$ cat config.mk
export PLATFORM = sky130hd
export DESIGN_NAME = instruc_fetch_flat
export DESIGN_NICKNAME = d
export VERILOG_FILES = /design/src/rtl/mips_lite_pkg.sv /design/src/rtl/instruc_fetch_if.sv /design/src/rtl/instruc_fetch_fifo.sv /design/src/rtl/instruc_fetch.sv /design/src/flat_wrapper.sv
export SDC_FILE = /design/constraint.sdc
export NUM_CORES = 1
export LEC_CHECK = 0
export BUFFER_PORTS_ARGS = -buffer_cell sky130_fd_sc_hd__buf_2
export CORE_AREA = 2 2 89 91
export CTS_BUF_LIST = sky130_fd_sc_hd__clkbuf_16
export CTS_CLUSTER_SIZE = 16
export DETAILED_ROUTE_END_ITERATION = 8
export DIE_AREA = 0 0 91 93
export GPL_TIMING_DRIVEN = 0
export PLACE_DENSITY = 0.82
export SYNTH_ARGS = -nofsm -noshare
export SYNTH_HDL_FRONTEND = slang
export SYNTH_SLANG_ARGS = --single-unit
$ cat constraint.sdc
create_clock -name clk -period 3.7 [get_ports clk]
set_clock_uncertainty 0.1 [all_clocks]
set_input_delay 0.555 -clock clk [delete_from_list [all_inputs] [get_ports clk]]
set_output_delay 0.555 -clock clk [all_outputs]
set_load 0.01 [all_outputs]
$ cat src/rtl/mips_lite_pkg.sv
// Shared constants and types for the mips_lite pipeline front end.
// Holds the instruction geometry, decode field positions and the fetch queue entry layout.
package mips_lite_pkg;

  localparam int unsigned INSTR_W = 16;
  localparam int unsigned PC_W    = 6;

  // Instruction field positions consumed by decode
  localparam int unsigned OPC_HI     = 15;
  localparam int unsigned OPC_LO     = 13;
  localparam int unsigned ALUSRC_BIT = 12;
  localparam int unsigned REGWR_BIT  = 11;
  localparam int unsigned MEMWR_BIT  = 10;
  localparam int unsigned REGSRC_BIT = 9;
  localparam int unsigned RS_HI      = 8;
  localparam int unsigned RS_LO      = 6;
  localparam int unsigned RT_HI      = 5;
  localparam int unsigned RT_LO      = 3;
  localparam int unsigned RD_HI      = 2;
  localparam int unsigned RD_LO      = 0;
  localparam int unsigned ADDR_HI    = 5;
  localparam int unsigned ADDR_LO    = 0;

  typedef struct packed {
    logic [INSTR_W-1:0] word;
    logic [PC_W-1:0]    pc;
  } fetch_entry_t;

  function automatic logic [PC_W-1:0] pc_inc(input logic [PC_W-1:0] pc);
    return pc + PC_W'(1);
  endfunction

endpackage

$ cat src/rtl/instruc_fetch_if.sv
// Fetch-stage bus: instruction-memory request/response plus the decode-side handshake.
// master = fetch stage, slave = memory/decode environment.
interface instruc_fetch_if;
  import mips_lite_pkg::*;

  logic               run;
  logic               imem_en;
  logic [PC_W-1:0]    imem_addr;
  logic [INSTR_W-1:0] imem_rdata;
  logic               redirect;
  logic [PC_W-1:0]    redirect_addr;
  logic               stall;
  logic [INSTR_W-1:0] instruc;
  logic [PC_W-1:0]    instruc_pc;
  logic               instruc_valid;

  modport master (
    input  run, imem_rdata, redirect, redirect_addr, stall,
    output imem_en, imem_addr, instruc, instruc_pc, instruc_valid
  );

  modport slave (
    output run, imem_rdata, redirect, redirect_addr, stall,
    input  imem_en, imem_addr, instruc, instruc_pc, instruc_valid
  );

endinterface

$ cat src/rtl/instruc_fetch_fifo.sv
// Synchronous prefetch FIFO with flush; DEPTH must be a power of two (pointers wrap naturally).
module fetch_fifo #(
  parameter int unsigned WIDTH = 22,
  parameter int unsigned DEPTH = 4
) (
  input  logic                     clk,
  input  logic                     rst,
  input  logic                     flush_i,
  input  logic                     push_i,
  input  logic [WIDTH-1:0]         push_data_i,
  input  logic                     pop_i,
  output logic [WIDTH-1:0]         head_o,
  output logic [$clog2(DEPTH):0]   count_o,
  output logic                     empty_o,
  output logic                     full_o
);
  localparam int unsigned PTR_W = $clog2(DEPTH);
  localparam int unsigned CNT_W = PTR_W + 1;

  logic [WIDTH-1:0] mem_q [DEPTH];
  logic [PTR_W-1:0] wr_ptr_q, wr_ptr_d, rd_ptr_q, rd_ptr_d;
  logic [CNT_W-1:0] count_q, count_d;
  logic             do_pop;

  assign empty_o = (count_q == '0);
  assign full_o  = (count_q == CNT_W'(DEPTH));
  assign count_o = count_q;
  assign head_o  = mem_q[rd_ptr_q];

  always_comb begin
    do_pop   = pop_i & ~empty_o;
    wr_ptr_d = wr_ptr_q;
    rd_ptr_d = rd_ptr_q;
    count_d  = count_q;
    if (flush_i) begin
      wr_ptr_d = '0;
      rd_ptr_d = '0;
      count_d  = '0;
    end else begin
      if (push_i) wr_ptr_d = wr_ptr_q + PTR_W'(1);
      if (do_pop) rd_ptr_d = rd_ptr_q + PTR_W'(1);
      case ({push_i, do_pop})
        2'b10:   count_d = count_q + CNT_W'(1);
        2'b01:   count_d = count_q - CNT_W'(1);
        default: count_d = count_q;
      endcase
    end
  end

  always_ff @(posedge clk or posedge rst) begin
    if (rst) begin
      wr_ptr_q <= '0;
      rd_ptr_q <= '0;
      count_q  <= '0;
    end else begin
      wr_ptr_q <= wr_ptr_d;
      rd_ptr_q <= rd_ptr_d;
      count_q  <= count_d;
    end
  end

  always_ff @(posedge clk) begin
    if (push_i && !flush_i) mem_q[wr_ptr_q] <= push_data_i;
  end

endmodule

$ cat src/rtl/instruc_fetch.sv
// Instruction-fetch stage: owns the PC, issues 1-cycle-latency memory reads and
// feeds decode from a prefetch queue; redirect flushes queued and in-flight work.
module instruc_fetch
  import mips_lite_pkg::*;
#(
  parameter int unsigned FIFO_DEPTH = 4
) (
  input  logic            clk,
  input  logic            rst,
  instruc_fetch_if.master bus
);
  localparam int unsigned CNT_W = $clog2(FIFO_DEPTH) + 1;

  logic [PC_W-1:0]  pc_q, pc_d;
  logic [PC_W-1:0]  inflight_pc_q, inflight_pc_d;
  logic             inflight_q, inflight_d;
  logic             issue, push, pop;
  logic [CNT_W-1:0] count, occupancy;
  logic             empty, full;
  fetch_entry_t     push_entry, head;

  always_comb begin
    occupancy = count + CNT_W'(inflight_q);
    // Gated by rst so the request drops the moment reset asserts, not at the next edge
    issue         = ~rst & bus.run & ~bus.redirect & (occupancy < CNT_W'(FIFO_DEPTH));
    push          = inflight_q & ~bus.redirect;
    pop           = ~empty & ~bus.stall & ~bus.redirect;
    pc_d          = pc_q;
    inflight_d    = issue;
    inflight_pc_d = inflight_pc_q;
    if (bus.redirect) begin
      pc_d = bus.redirect_addr;
    end else if (issue) begin
      pc_d          = pc_inc(pc_q);
      inflight_pc_d = pc_q;
    end
  end

  always_ff @(posedge clk or posedge rst) begin
    if (rst) begin
      pc_q          <= '0;
      inflight_q    <= 1'b0;
      inflight_pc_q <= '0;
    end else begin
      pc_q          <= pc_d;
      inflight_q    <= inflight_d;
      inflight_pc_q <= inflight_pc_d;
    end
  end

  assign push_entry = '{word: bus.imem_rdata, pc: inflight_pc_q};

  fetch_fifo #(
    .WIDTH ($bits(fetch_entry_t)),
    .DEPTH (FIFO_DEPTH)
  ) u_fifo (
    .clk         (clk),
    .rst         (rst),
    .flush_i     (bus.redirect),
    .push_i      (push),
    .push_data_i (push_entry),
    .pop_i       (pop),
    .head_o      (head),
    .count_o     (count),
    .empty_o     (empty),
    .full_o      (full)
  );

  assign bus.imem_en       = issue;
  assign bus.imem_addr     = pc_q;
  assign bus.instruc_valid = ~empty;
  assign bus.instruc       = empty ? '0 : head.word;
  assign bus.instruc_pc    = empty ? '0 : head.pc;

  a_no_overflow: assert property (@(posedge clk) disable iff (rst) !(push && full));

endmodule

$ cat src/flat_wrapper.sv
// flat-port wrapper written by rule: the top's interface ports become plain ports
module instruc_fetch_flat import mips_lite_pkg::*;
#(
  parameter int unsigned FIFO_DEPTH = 4
)
  (clk, rst, bus_run, bus_imem_rdata, bus_redirect, bus_redirect_addr, bus_stall, bus_imem_en, bus_imem_addr, bus_instruc, bus_instruc_pc, bus_instruc_valid);
  instruc_fetch_if bus_i ();
  input  logic clk;
  input  logic rst;
  input wire logic [$bits(bus_i.run)-1:0] bus_run;
  input wire logic [$bits(bus_i.imem_rdata)-1:0] bus_imem_rdata;
  input wire logic [$bits(bus_i.redirect)-1:0] bus_redirect;
  input wire logic [$bits(bus_i.redirect_addr)-1:0] bus_redirect_addr;
  input wire logic [$bits(bus_i.stall)-1:0] bus_stall;
  output wire logic [$bits(bus_i.imem_en)-1:0] bus_imem_en;
  output wire logic [$bits(bus_i.imem_addr)-1:0] bus_imem_addr;
  output wire logic [$bits(bus_i.instruc)-1:0] bus_instruc;
  output wire logic [$bits(bus_i.instruc_pc)-1:0] bus_instruc_pc;
  output wire logic [$bits(bus_i.instruc_valid)-1:0] bus_instruc_valid;
  assign bus_i.run = bus_run;
  assign bus_i.imem_rdata = bus_imem_rdata;
  assign bus_i.redirect = bus_redirect;
  assign bus_i.redirect_addr = bus_redirect_addr;
  assign bus_i.stall = bus_stall;
  assign bus_imem_en = bus_i.imem_en;
  assign bus_imem_addr = bus_i.imem_addr;
  assign bus_instruc = bus_i.instruc;
  assign bus_instruc_pc = bus_i.instruc_pc;
  assign bus_instruc_valid = bus_i.instruc_valid;
  instruc_fetch #(.FIFO_DEPTH(FIFO_DEPTH)) u_core (.clk(clk), .rst(rst), .bus(bus_i));
endmodule
==> results.md <==
* GP Congestion at 0.7593
* CP required at 3.83 ns
* Worst reg2reg path depth at 8
* Mapped Avg Cell Area at 18.00 sq um
* Layout cell share with drive strength beyond 1 at between 30% and 40%
* Number of synthesized flops with an enable pin at 88
* DRC violations left at 0
* Post-place setup slack at 0.8751 ns
* Critical Path Fanout Max at 10
* Fin nets at 350
* Met1 WL at 3194 um
* Initial Util at 59.77%
* Final Setup Violations at 0
* GR Overflow Total at 0
* Ys async rst share at 18.52%
* Crit share post-route at 76.54%
* Hold-fix buffer count after cts at 0
* Part of the Yosys area used for sequential elements at 69.86%
* Die H at ~93 um
* WL per Instance at 17.79 um
* Arrival @ worst endpoint at approximately 3 ns
* Slew margin rel. at 23.41%
* Final setup TNS at 0 ns
* Vias per inst at 5.587
* Worst Path Class, Setup: reg2reg
* ANT nets after route at 0
* # resized after CTS at 0
* Syn nets at 283
* Placement Cell Area at between 0.004 and 0.005 sq mm
* Cells after DPL at 408
* Hold Violations, Final at 0
* CTS Root Cell: clkbuf_16
* Synth Cell Area at 0.004499 sq mm
* Core Area at 0.007527 sq mm
* TritonCTS sink count at 108
* Count of input and output buffers at between 50 and 60
* Worst reg2reg endpoint: u_core.u_fifo.count_o[2]
* Final min period at 2.832 ns
* Routed met3 length at 439 um
* Total of max-cap violations at 0
* Unique masters post-synth at 47
* Final worst slack at 0.8681 ns
* Post-CTS Setup Repair Bufs at 0
* Status: complete, no violations
* Latest clock arrival within the worst-skew pair at 0.33 ns
* Ys flop type: edfxtp_1
* Hold slack at 0.2666 ns
* Worst setup SP type: register
* Area delta synth->final at 15.18%
* Post-route cell area at 0.005182 sq mm
* TritonCTS clock tree: yes
* Synth area leaders: edfxtp_1 (59%), dfrtp_1 (11%), mux4_2 (11%)
* TritonCTS Buffers at 9
* Max IR drop VDD at 284.1 uV
* Total GRT Usage at 19.24%
* CTS max path bufs at 2
* Synth top area share at 58.73%
* DR pass1 iterations at 4
* Drt initial violations at 224
* DRT Wirelength at 7541 um
* Die X at 91 um
* Pwr dens at around 520 mW/mm^2
* RSZ-0062 raised after global routing: no
* Ant. Diodes at 0
* Number of global-route vias before repair at 2365
* Flop-to-flop setup slack at 0.87 ns
* Row count at 32
* Detailed placement HPWL at 4892 um
* FF+latch count, synth at 108
* Top sig layer: met4
* First-pass GRT wire length at 12180 um
* Largest net degree at the start of global routing at 23
* Final count of pins violating max slew at 0
* Non-Filler Instances at approximately 420
* Yosys warning count at 0
* Htree depth at 3
* Crit end category: register
* Initial antenna violation count at 0
* Max frequency at 353.1 MHz
* Slew @ Worst Pin at approximately 1.1 ns
* # IOs at between 50 and 60
* Reg clk slew, reported paths at 0.07 ns
* RR Startpoint: u_core.u_fifo.count_o[0]
* Met2 WL at ~3800 um
* Via Count at ~2400
* Worst Hold Class: in2async
* Post-synthesis cell count at 250
* Area leader, netlist: edfxtp_1
* Die area at 0.008463 sq mm
* Lkg Pwr at 0.001882 uW
## layout make-up
type,instances,area [sq um]
flip-flops and latches,108,3143
clock inverters,7,50.05
plain buffers,14,80.08
multi-input cells,121,1250
inverters,7,26.28
repair buffers,56,280.3
well taps,102,127.6
fillers,517,2345
clock buffers,9,225.2
## power by group
part	switching [uW]	total, uW	internal (uW)
Sequential	51.1	1440	1390
Clock	412	871	459
Combinational	190	374	184
Total	654	2680	2030
## cell families (layout without fill, tap and decap cells)
family	Yosys count	count (layout)	synth area share [%]
buf+inv	21	93	2.364
fa+ha+maj	6	6	1.835
simple gates	56	56	7.397
xor+xnor	5	5	0.9733
flops	108	108	69.86
compound gates	22	22	3.587
mux	32	32	13.99
## cells in the final DEF, fill, tap and decap left out, types with 2 or more instances in the layout
cell type	n
buf_2	60
clkbuf_1	5
o21ai_1	3
edfxtp_1	88
clkbuf_16	9
nor3b_1	2
ha_1	5
buf_4	2
nor2b_1	25
buf_6	2
nand2_1	6
dfrtp_1	20
clkinvlp_4	3
and2_1	4
mux2_2	2
a21oi_1	5
nor3_1	3
mux4_2	22
o21ai_0	2
inv_1	7
nor4_1	2
mux2_4	6
o31ai_1	2
xnor2_1	4
clkinv_1	2
nor2_1	5
## flip-flops by register name (all words and copies together), names as in the netlist
register / flops
u_core.u_fifo.count_o: 3
u_core.u_fifo.mem_q: 88
u_core.u_fifo.wr_ptr_q: 2
u_core.bus.imem_addr: 6
u_core.inflight_pc_q: 6
u_core.u_fifo.rd_ptr_q: 2
u_core.inflight_q: 1
## metal layers
layer | up-vias | GRT usage (%)
met5 | - | 0
met3 | 8 | 4.029
met1 | 1173 | 26.76
met4 | 0 | 6.061
met2 | 86 | 31.23
li1 | 1102 | -
## Yosys cell counts (2+ instances only)
cell and instances:
dfrtp_1 20, mux4_2 22, o21ai_1 3, nor4_1 2, buf_4 2, nand2_1 6
a21oi_1 5, clkbuf_1 5, inv_1 7, edfxtp_1 88, nor3_1 3, ha_1 5
mux2_2 2, mux2_4 6, o21ai_0 2, nor2_1 5, buf_6 2, nor3b_1 2
o31ai_1 2, nor2b_1 25, xnor2_1 4, buf_2 4, and2_1 4
## metrics by stage
stage	utilization [%]	total power, uW
after floorplan	-	1704
after global placement	65.19	1823
after detailed placement	65.19	1840
after CTS	68.85	2708
after global routing	68.85	2797
final	68.85	2682
## worst max-delay path by stage
stage                             startpoint                  endpoint  slack, ns  depth (start not counted)
floorplan           u_core.u_fifo.count_o[0]  u_core.u_fifo.count_o[2]       1.37                          8
global placement    u_core.u_fifo.count_o[0]  u_core.u_fifo.count_o[2]       0.96                          8
detailed placement  u_core.u_fifo.count_o[0]  u_core.u_fifo.count_o[2]       0.88                          8
CTS                 u_core.u_fifo.count_o[0]  u_core.u_fifo.count_o[2]       0.86                          8
global route        u_core.u_fifo.count_o[0]  u_core.u_fifo.count_o[2]       0.66                          8
finish              u_core.u_fifo.count_o[0]  u_core.u_fifo.count_o[2]       0.87                          8
## critical path: stages (launching register included)
cell,delay (ns)
dfrtp_1,0.48
nor3_2,0.42
clkbuf_1,0.52
nor4_1,0.12
fa_1,0.45
nand3_1,0.11
o31ai_1,0.06
or4_1,0.39
o31ai_1,0.09
Note: power is estimated with default switching activity, not from simulation.
